===== src/rtl/mux2to1_pkg.sv =====
// Shared defaults and small helpers for the mux2to1 slice.
package mux2to1_pkg;

    // Default geometry: bit-level mux with an 8-bit toggle counter.
    localparam int DEFAULT_WIDTH = 1;
    localparam int DEFAULT_CNT_W = 8;

    // A select change is any difference between the current and previous select.
    function automatic logic sel_toggled(input logic sel, input logic sel_prev);
        return sel ^ sel_prev;
    endfunction

endpackage


===== src/rtl/mux2to1_sat_counter.sv =====
// Saturating up-counter with synchronous active-low clear.
// Once the count reaches all-ones it holds there until cleared.
module mux2to1_sat_counter #(
    parameter int CNT_W = 8
) (
    input  logic             clk,
    input  logic             rst_n,
    input  logic             inc,
    output logic [CNT_W-1:0] cnt
);

    // Increment on request unless already saturated; clear wins over increment.
    always_ff @(posedge clk) begin
        if (!rst_n) begin
            cnt <= '0;
        end else if (inc && (cnt != {CNT_W{1'b1}})) begin
            cnt <= cnt + 1'b1;
        end
    end

endmodule


===== src/rtl/mux2to1.sv =====
// 2-to-1 selector with a zero-latency combinational output, a registered
// copy of the result, a capture qualifier and a saturating count of
// select changes for debug visibility.
//
// Handshake: there is no backpressure. OUT_VLD is a pure qualifier that is
// high for exactly the cycle following an edge where EN was sampled high;
// OUT_Q holds its value whenever OUT_VLD is low.
module mux2to1
    import mux2to1_pkg::*;
#(
    parameter int               WIDTH     = DEFAULT_WIDTH,
    parameter int               CNT_W     = DEFAULT_CNT_W,
    parameter logic [WIDTH-1:0] RESET_OUT = '0
) (
    input  logic             clk,
    input  logic             rst_n,
    input  logic [WIDTH-1:0] A,
    input  logic [WIDTH-1:0] B,
    input  logic             SEL,
    input  logic             EN,
    output logic [WIDTH-1:0] OUT,
    output logic [WIDTH-1:0] OUT_Q,
    output logic             OUT_VLD,
    output logic [CNT_W-1:0] SEL_TOG_CNT
);

    logic sel_prev;
    logic sel_changed;

    // Combinational select; independent of clock and reset.
    always_comb begin
        OUT = SEL ? B : A;
    end

    // Registered copy of the mux result plus its one-cycle qualifier.
    always_ff @(posedge clk) begin
        if (!rst_n) begin
            OUT_Q   <= RESET_OUT;
            OUT_VLD <= 1'b0;
        end else if (EN) begin
            OUT_Q   <= OUT;
            OUT_VLD <= 1'b1;
        end else begin
            OUT_VLD <= 1'b0;
        end
    end

    // Previous select value; resets to 0 so a first edge with SEL=1 counts.
    always_ff @(posedge clk) begin
        if (!rst_n) begin
            sel_prev <= 1'b0;
        end else begin
            sel_prev <= SEL;
        end
    end

    assign sel_changed = sel_toggled(SEL, sel_prev);

    mux2to1_sat_counter #(
        .CNT_W (CNT_W)
    ) u_tog_cnt (
        .clk   (clk),
        .rst_n (rst_n),
        .inc   (sel_changed),
        .cnt   (SEL_TOG_CNT)
    );

endmodule


===== config.mk =====
export PLATFORM = sky130hd
export DESIGN_NAME = mux2to1
export DESIGN_NICKNAME = d
export VERILOG_FILES = /design/src/rtl/mux2to1_pkg.sv /design/src/rtl/mux2to1_sat_counter.sv /design/src/rtl/mux2to1.sv
export SDC_FILE = /design/constraint.sdc
export NUM_CORES = 1
export LEC_CHECK = 0
export ABC_AREA = 0
export BUFFER_PORTS_ARGS = -buffer_cell sky130_fd_sc_hd__buf_2
export CORE_AREA = 3 3 40 42
export DETAILED_ROUTE_END_ITERATION = 16
export DIE_AREA = 0 0 43 45
export MAX_ROUTING_LAYER = met4
export RECOVER_POWER = 25
export SLEW_MARGIN = 10
export SYNTH_ARGS = -nofsm -noshare
export SYNTH_HDL_FRONTEND = slang
export SYNTH_SLANG_ARGS = --single-unit

===== constraint.sdc =====
create_clock -name clk -period 1.5 [get_ports clk]
set_clock_uncertainty 0.05 [all_clocks]
set_input_delay 0.15 -clock clk [delete_from_list [all_inputs] [get_ports clk]]
set_output_delay 0.15 -clock clk [all_outputs]
set_load 0.03 [all_outputs]

==> results.yml, run 1 <==
routing:
  routed_wl_met2_um: 511
  wl_per_cell_um: 12.5
  met3RoutedLength_um: 61
  drc_errors: 0
  detail_route.vias_per_cell: 5.28
  num_vias: 470
  drt_iter0_drc: 4
  routedLengthMet1_um: 519
  routed_wirelength_mm: 1.11
  maxUsedRoutingLayer: "met4"
  drt_first_pass_iters: 2
  route.antenna.remaining_nets: 0
sta:
  finalSetupViolations: 0
  finalMaxSlewViolations: 0
  final_clock_period_utilization_by_the_worst_path: 0.907
  hold-worst-slack_ns: 0.0553
  rsz_0062_raised_after_global_routing: "false"
  max-slew-margin-rel: 0.746
  period_minus_slack_ns: 1.36
  finalHoldViolations: 0
  final.setup.tns_ns: 0
  fmax_mhz: 735
  worst_margin_pin_slew_ns: 0.381
synthesis:
  synth.top_cell.area_share: 0.446
  synthesis.yosys.warnings: 0
  ys_seq_elements: 11
  post_synth_cell_types: 27
  synth.cell_area_um2: 494
  postSynthNetCount: 58
  synthDominantAreaCellType: "dfxtp_1"
  synth_area_per_cell_um2: 9.69
  synthTopCellsByArea: "dfxtp_1, mux2i_1, nor2_1, xor2_2, nand3_1"
  netlist_instances: 51
  synth-seq-area-share: 0.446
die:
  dieArea_um2: 1940
  die_w_um: 43
  die_height_um: 45
  initial_core_utilization: 0.385
  top_level_ports: 17
  core.rowCount: 13
  placeableCoreArea_um2: 1280
global_routing:
  number_of_antenna_violations_at_the_first_check_in_global_routing: 0
  globalRouteTotalUtil: 0.133
  grt_pass1_vias: 434
  globalRoute.totalOverflow: 0
  maximum_number_of_pins_on_one_net_before_global_route_repair: 9
  global_route_wire_length_before_repair_mm: 1.86
run:
  max-cap-violations: 0
pwr:
  power_leakage_uw: 0.000293
  cellPowerDensity_nw_per_um2: 964
  vdd_drop_max_mv: 0.399
  totalPowerFinal_uw: 616
hold_path:
  hold_class: "input port to register"
  worstHoldPathCells: 2
  holdPathEnd: "OUT_VLD$_SDFF_PN0_"
  hold_path.startpoint: "EN"
setup_path:
  crit_type: "register to register"
  crit_path_top_delay_cell: "dfxtp_2"
  rr_worst_depth: 5
  worstReg2RegStart: "u_tog_cnt.cnt[0]$_SDFFE_PN0P_"
  reg2reg_slack_ns: 0.14
  worst_r2r_endpoint: "u_tog_cnt.cnt[6]$_SDFFE_PN0P_"
  timing.critical_path.max_delay_family: "simple AND/OR/NAND/NOR gates"
  cp-end-kind: "register"
  cp_max_fanout: 5
  start_kind: "register"
  cp_num_buf_inv: 0
  critPathArrivalTime_ns: 1.48
  timing.critical_path.slowest_cell_delay_ns: 0.35
  cp_data_required_time_ns: 1.62
  worstPathCellList: "ha_1 -> nand3_1 -> nand2b_1 -> nor2_1 -> o221a_2"
placement:
  io_buffers: 16
  gpl.final_weighted_congestion: 0.767
  dp_hpwl_um: 819
layout:
  final_layout_size_suffix_gt1_frac: 0.324
  antenna_diode_count: 0
  nFillCells: 124
  finish.net_count: 82
  areaGrowthSynthToFinish_pct: 29.4
clocking:
  numCtsBuffers: 3
  cts.root.buffer_cell: "clkbuf_4"
  worst_setup_hold_path_clk_slew_ns: 0.07
  cts.sinks: 11
  clock_latency_ns: 0.27
  cts.hold.buffers_added: 0
  clock_tree.htree_level_count: 1
  cts_setup_buffers: 0
  cts.repair.resized: 0
  max_root_sink_buffers: 2
  tritoncts: "done"
status:
  status: "complete, no violations"
-- report_power, final --
group / internal, µW / switching, µW
clock network: 103 / 101
logic: 32.1 / 60.4
registers: 307 / 12.9
-- layer usage --
metal,vias up,track usage
met4,0,0.0542
met2,14,0.219
li1,236,-
met1,218,0.163
met5,-,-
met3,2,0.0239
-- flip-flops by register name, summed over array words and instances (netlist names) --
register / count
OUT_Q: 1
OUT_VLD: 1
sel_prev: 1
u_tog_cnt.cnt: 8
-- cells in the mapped netlist, drive strengths merged --
cell type and instances:
and3 1, mux2i 2, mux2 1, and2 2, ha 1, a21oi 1
nand2 4, nand4 1, inv 2, o211a 1, o221a 1, nand3 4
dfxtp 11, a41oi 1, nand2b 1, nor2 5, o21bai 1, nand4b 1
o311a 1, xor2 2, o2111a 1, o21ai 2, nor3 3, a41o 1
-- layout by cell type, fill, tap and decap left out, types with 2 or more instances in the layout --
master / instances
dfxtp_2: 2
and2_1: 2
nand3_1: 3
nor2_1: 5
nor3_1: 3
clkbuf_1: 5
clkbuf_4: 3
inv_1: 2
mux2i_1: 2
buf_4: 3
buf_2: 12
dfxtp_1: 9
nand2_1: 4
-- through the flow --
| stage | worst slack [ns] | instances | cell area (µm²) | utilization |
|---|---|---|---|---|
| 3_5_place_dp | 0.154 | 85 | 618 | 0.481 |
| 2_1_floorplan | 0.0893 | 51 | 497 | - |
| 4_1_cts | 0.136 | 89 | 644 | 0.501 |
| 6_report | 0.139 | 89 | 639 | 0.498 |
| 5_1_grt | 0.0528 | 89 | 639 | 0.498 |
| 3_3_place_gp | 0.176 | 85 | 618 | 0.481 |
-- cells by family after synthesis --
family                   Yosys count  synth area share
AND/OR/NAND/NOR                   22             0.230
flip-flops                        11             0.446
AO/OA/AOI/OAI                     10             0.170
multiplexers                       3            0.0633
XOR/XNOR                           2            0.0506
buffers and inverters              2            0.0152
adder cells (fa/ha/maj)            1            0.0253
-- worst max path at each step --
stage	startpoint	to	slack, ns	cells past startpoint
3_3_place_gp	u_tog_cnt.cnt[0]$_SDFFE_PN0P_	u_tog_cnt.cnt[6]$_SDFFE_PN0P_	0.18	5
6_report	u_tog_cnt.cnt[0]$_SDFFE_PN0P_	u_tog_cnt.cnt[6]$_SDFFE_PN0P_	0.14	5
3_5_place_dp	u_tog_cnt.cnt[0]$_SDFFE_PN0P_	u_tog_cnt.cnt[6]$_SDFFE_PN0P_	0.15	5
5_1_grt	u_tog_cnt.cnt[0]$_SDFFE_PN0P_	u_tog_cnt.cnt[0]$_SDFFE_PN0P_	0.05	5
2_1_floorplan	u_tog_cnt.cnt[4]$_SDFFE_PN0P_	u_tog_cnt.cnt[0]$_SDFFE_PN0P_	0.09	4
4_1_cts	u_tog_cnt.cnt[0]$_SDFFE_PN0P_	u_tog_cnt.cnt[6]$_SDFFE_PN0P_	0.14	5
-- layout make-up --
cell class,instances,area [µm²],area share
Multi-Input combinational cell,38,267,0.417
Sequential cell,11,223,0.348
Timing Repair Buffer,19,97.6,0.153
Clock buffer,4,26.3,0.0411
Tap cell,15,18.8,0.0294
Inverter,2,7.51,0.0117
Power figures use the tool's default switching activity.
==> inputs of run 2 (changes only) <==
ABC_AREA = 1   (was 0)
CORE_AREA = unset   (was 3 3 40 42)
CORE_MARGIN = 3   (was unset)
CORE_UTILIZATION = 45   (was unset)
DIE_AREA = unset   (was 0 0 43 45)
PLACE_DENSITY = 0.71   (was unset)
==> results.yml, run 2 <==
global_routing:
  grt_pass1_vias: 465
  global_route_wire_length_before_repair_mm: 1.88
  globalRouteTotalUtil: 0.140
  globalRoute.totalOverflow: 0
  maximum_number_of_pins_on_one_net_before_global_route_repair: 11
  number_of_antenna_violations_at_the_first_check_in_global_routing: 0
layout:
  layout.cells.most_common_list: "nand2_1, buf_2, dfxtp_1"
  finish.net_count: 111
  post_layout_instance_area_um2: 702
  layout_commonest_cell: "nand2_1"
  areaGrowthSynthToFinish_pct: 18.4
  largest_register: "u_tog_cnt.cnt"
  antenna_diode_count: 0
  largest_register_ffs: 8
  nFillCells: 124
  layoutNonFillerInstCount: 117
  sequential_cell_area_um2: 220
  final_layout_size_suffix_gt1_frac: 0.262
  footprint_of_the_multi_input_gates_um2: 328
setup_path:
  start_kind: "register"
  critPathArrivalTime_ns: 1.41
  reg2reg_slack_ns: 0.20
  rr_worst_depth: 8
  cp_data_required_time_ns: 1.62
  cp-end-kind: "register"
  worst_r2r_endpoint: "u_tog_cnt.cnt[5]$_SDFFE_PN0P_"
  crit_type: "register to register"
  worstReg2RegStart: "u_tog_cnt.cnt[0]$_SDFFE_PN0P_"
  cp_max_fanout: 9
hold_path:
  hold_class: "input port to register"
  holdPathEnd: "OUT_VLD$_SDFF_PN0_"
  worstHoldPathCells: 3
  hold_path.startpoint: "EN"
clocking:
  clock_tree.htree_level_count: 1
  clock_latency_ns: 0.27
  worst_setup_hold_path_clk_slew_ns: 0.07
  cts.sinks: 11
  cts.hold.buffers_added: 0
  cts.repair.resized: 0
  max_root_sink_buffers: 2
  numCtsBuffers: 3
  cts.root.buffer_cell: "clkbuf_4"
  tritoncts: "done"
  cts_setup_buffers: 0
routing:
  drc_errors: 0
  drt_first_pass_iters: 2
  wl_per_cell_um: 9.79
  detail_route.vias_per_cell: 4.86
  num_vias: 569
  drt_iter0_drc: 7
  route.antenna.remaining_nets: 0
  routed_wirelength_mm: 1.15
pwr:
  cellPowerDensity_nw_per_um2: 847
  vdd_drop_max_mv: 0.470
  power_leakage_uw: 0.000341
die:
  top_level_ports: 17
  die_height_um: 42.3
  core.rowCount: 12
  initial_core_utilization: 0.506
  dieArea_um2: 1790
  die_w_um: 42.3
  placeableCoreArea_um2: 1170
status:
  status: "complete, no violations"
synthesis:
  postSynthNetCount: 91
  top_cell_types_by_occurrence_after_synthesis: "nand2_1, dfxtp_1, nor2_1, inv_1, nand3_1"
  synth-seq-area-share: 0.371
  synth_area_per_cell_um2: 7.06
  ys_seq_elements: 11
  netlist_instances: 84
  synthArstFlopShare: 0
  synthesis.yosys.warnings: 0
  synth.cell_area_um2: 593
  synth.top_cell.area_share: 0.371
  post_synth_cell_types: 17
  synthTopCellsByArea: "dfxtp_1, nand2_1, nor2_1, nand3_1, nand2_4"
  count_of_flip_flops_with_a_built_in_enable_after_synthesis: 0
  synthDominantAreaCellType: "dfxtp_1"
  dominantRegCellSynth: "dfxtp_1"
  post-synth-top-count-cell: "nand2_1"
sta:
  rsz_0062_raised_after_global_routing: "false"
  fmax_mhz: 772
  hold-worst-slack_ns: 0.0429
  finalHoldViolations: 0
  period_minus_slack_ns: 1.30
  final_clock_period_utilization_by_the_worst_path: 0.864
  final.setup.tns_ns: 0
  worst_margin_pin_slew_ns: 0.430
  finalSetupViolations: 0
  max-slew-margin-rel: 0.713
  finalMaxSlewViolations: 0
placement:
  dp_hpwl_um: 884
  placed_cell_area_um2: 679
  gpl.final_weighted_congestion: 0.703
  post-place-cells: 113
  io_buffers: 16
run:
  max-cap-violations: 0
run 2: where the power goes:
part           total (µW)  switching [µW]  internal (µW)
logic                83.3            56.9           26.4
registers             309            7.32            302
clock network         203            99.7            103
total                 595             164            431
run 2: worst max-delay path by stage:
stage,start,end,slack (ns),cells after the start
after floorplan,u_tog_cnt.cnt[0]$_SDFFE_PN0P_,u_tog_cnt.cnt[5]$_SDFFE_PN0P_,0.07,8
after global placement,u_tog_cnt.cnt[0]$_SDFFE_PN0P_,u_tog_cnt.cnt[5]$_SDFFE_PN0P_,0.26,8
after detailed placement,u_tog_cnt.cnt[0]$_SDFFE_PN0P_,u_tog_cnt.cnt[5]$_SDFFE_PN0P_,0.21,8
after CTS,u_tog_cnt.cnt[0]$_SDFFE_PN0P_,u_tog_cnt.cnt[5]$_SDFFE_PN0P_,0.20,8
after global routing,u_tog_cnt.cnt[0]$_SDFFE_PN0P_,u_tog_cnt.cnt[5]$_SDFFE_PN0P_,0.06,8
final,u_tog_cnt.cnt[0]$_SDFFE_PN0P_,u_tog_cnt.cnt[5]$_SDFFE_PN0P_,0.20,8
run 2: routing by layer:
metal	vias up	share of wire	routed length [µm]	GRT usage
li1	303	-	-	-
met1	255	0.48	553	0.171
met2	11	0.47	536	0.216
met3	0	0.048	55	0.0386
met4	0	0	0	0.0559
met5	-	0	0	-
run 2: stage by stage:
step / util / setup WS [ns] / power [µW]
floorplan: - / 0.0676 / 378
CTS: 0.603 / 0.200 / 604
global route: 0.599 / 0.0556 / 631
detailed placement: 0.580 / 0.210 / 401
global placement: 0.580 / 0.256 / 399
finish: 0.599 / 0.204 / 595
run 2: area by class of cell:
type | instances | area share
Sequential cell | 11 | 0.314
Tap cell | 14 | 0.0250
Clock buffer | 4 | 0.0374
Multi-Input combinational cell | 63 | 0.467
Inverter | 9 | 0.0481
Timing Repair Buffer | 16 | 0.109
run 2: critical path, stage by stage (launching register included):
cell and delay [ns]:
dfxtp_1 0.38, ha_1 0.18, inv_1 0.08, nor2_4 0.15, nand2_4 0.11, nand3_2 0.09
nand2_1 0.05, nand2_1 0.07, nor2_2 0.03
run 2: logic make-up after synthesis:
logic type / count (synthesis) / synth area share
buffers and inverters: 10 / 0.0759
flip-flops: 11 / 0.371
AO/OA/AOI/OAI: 7 / 0.0633
adder cells (fa/ha/maj): 1 / 0.0211
AND/OR/NAND/NOR: 55 / 0.468
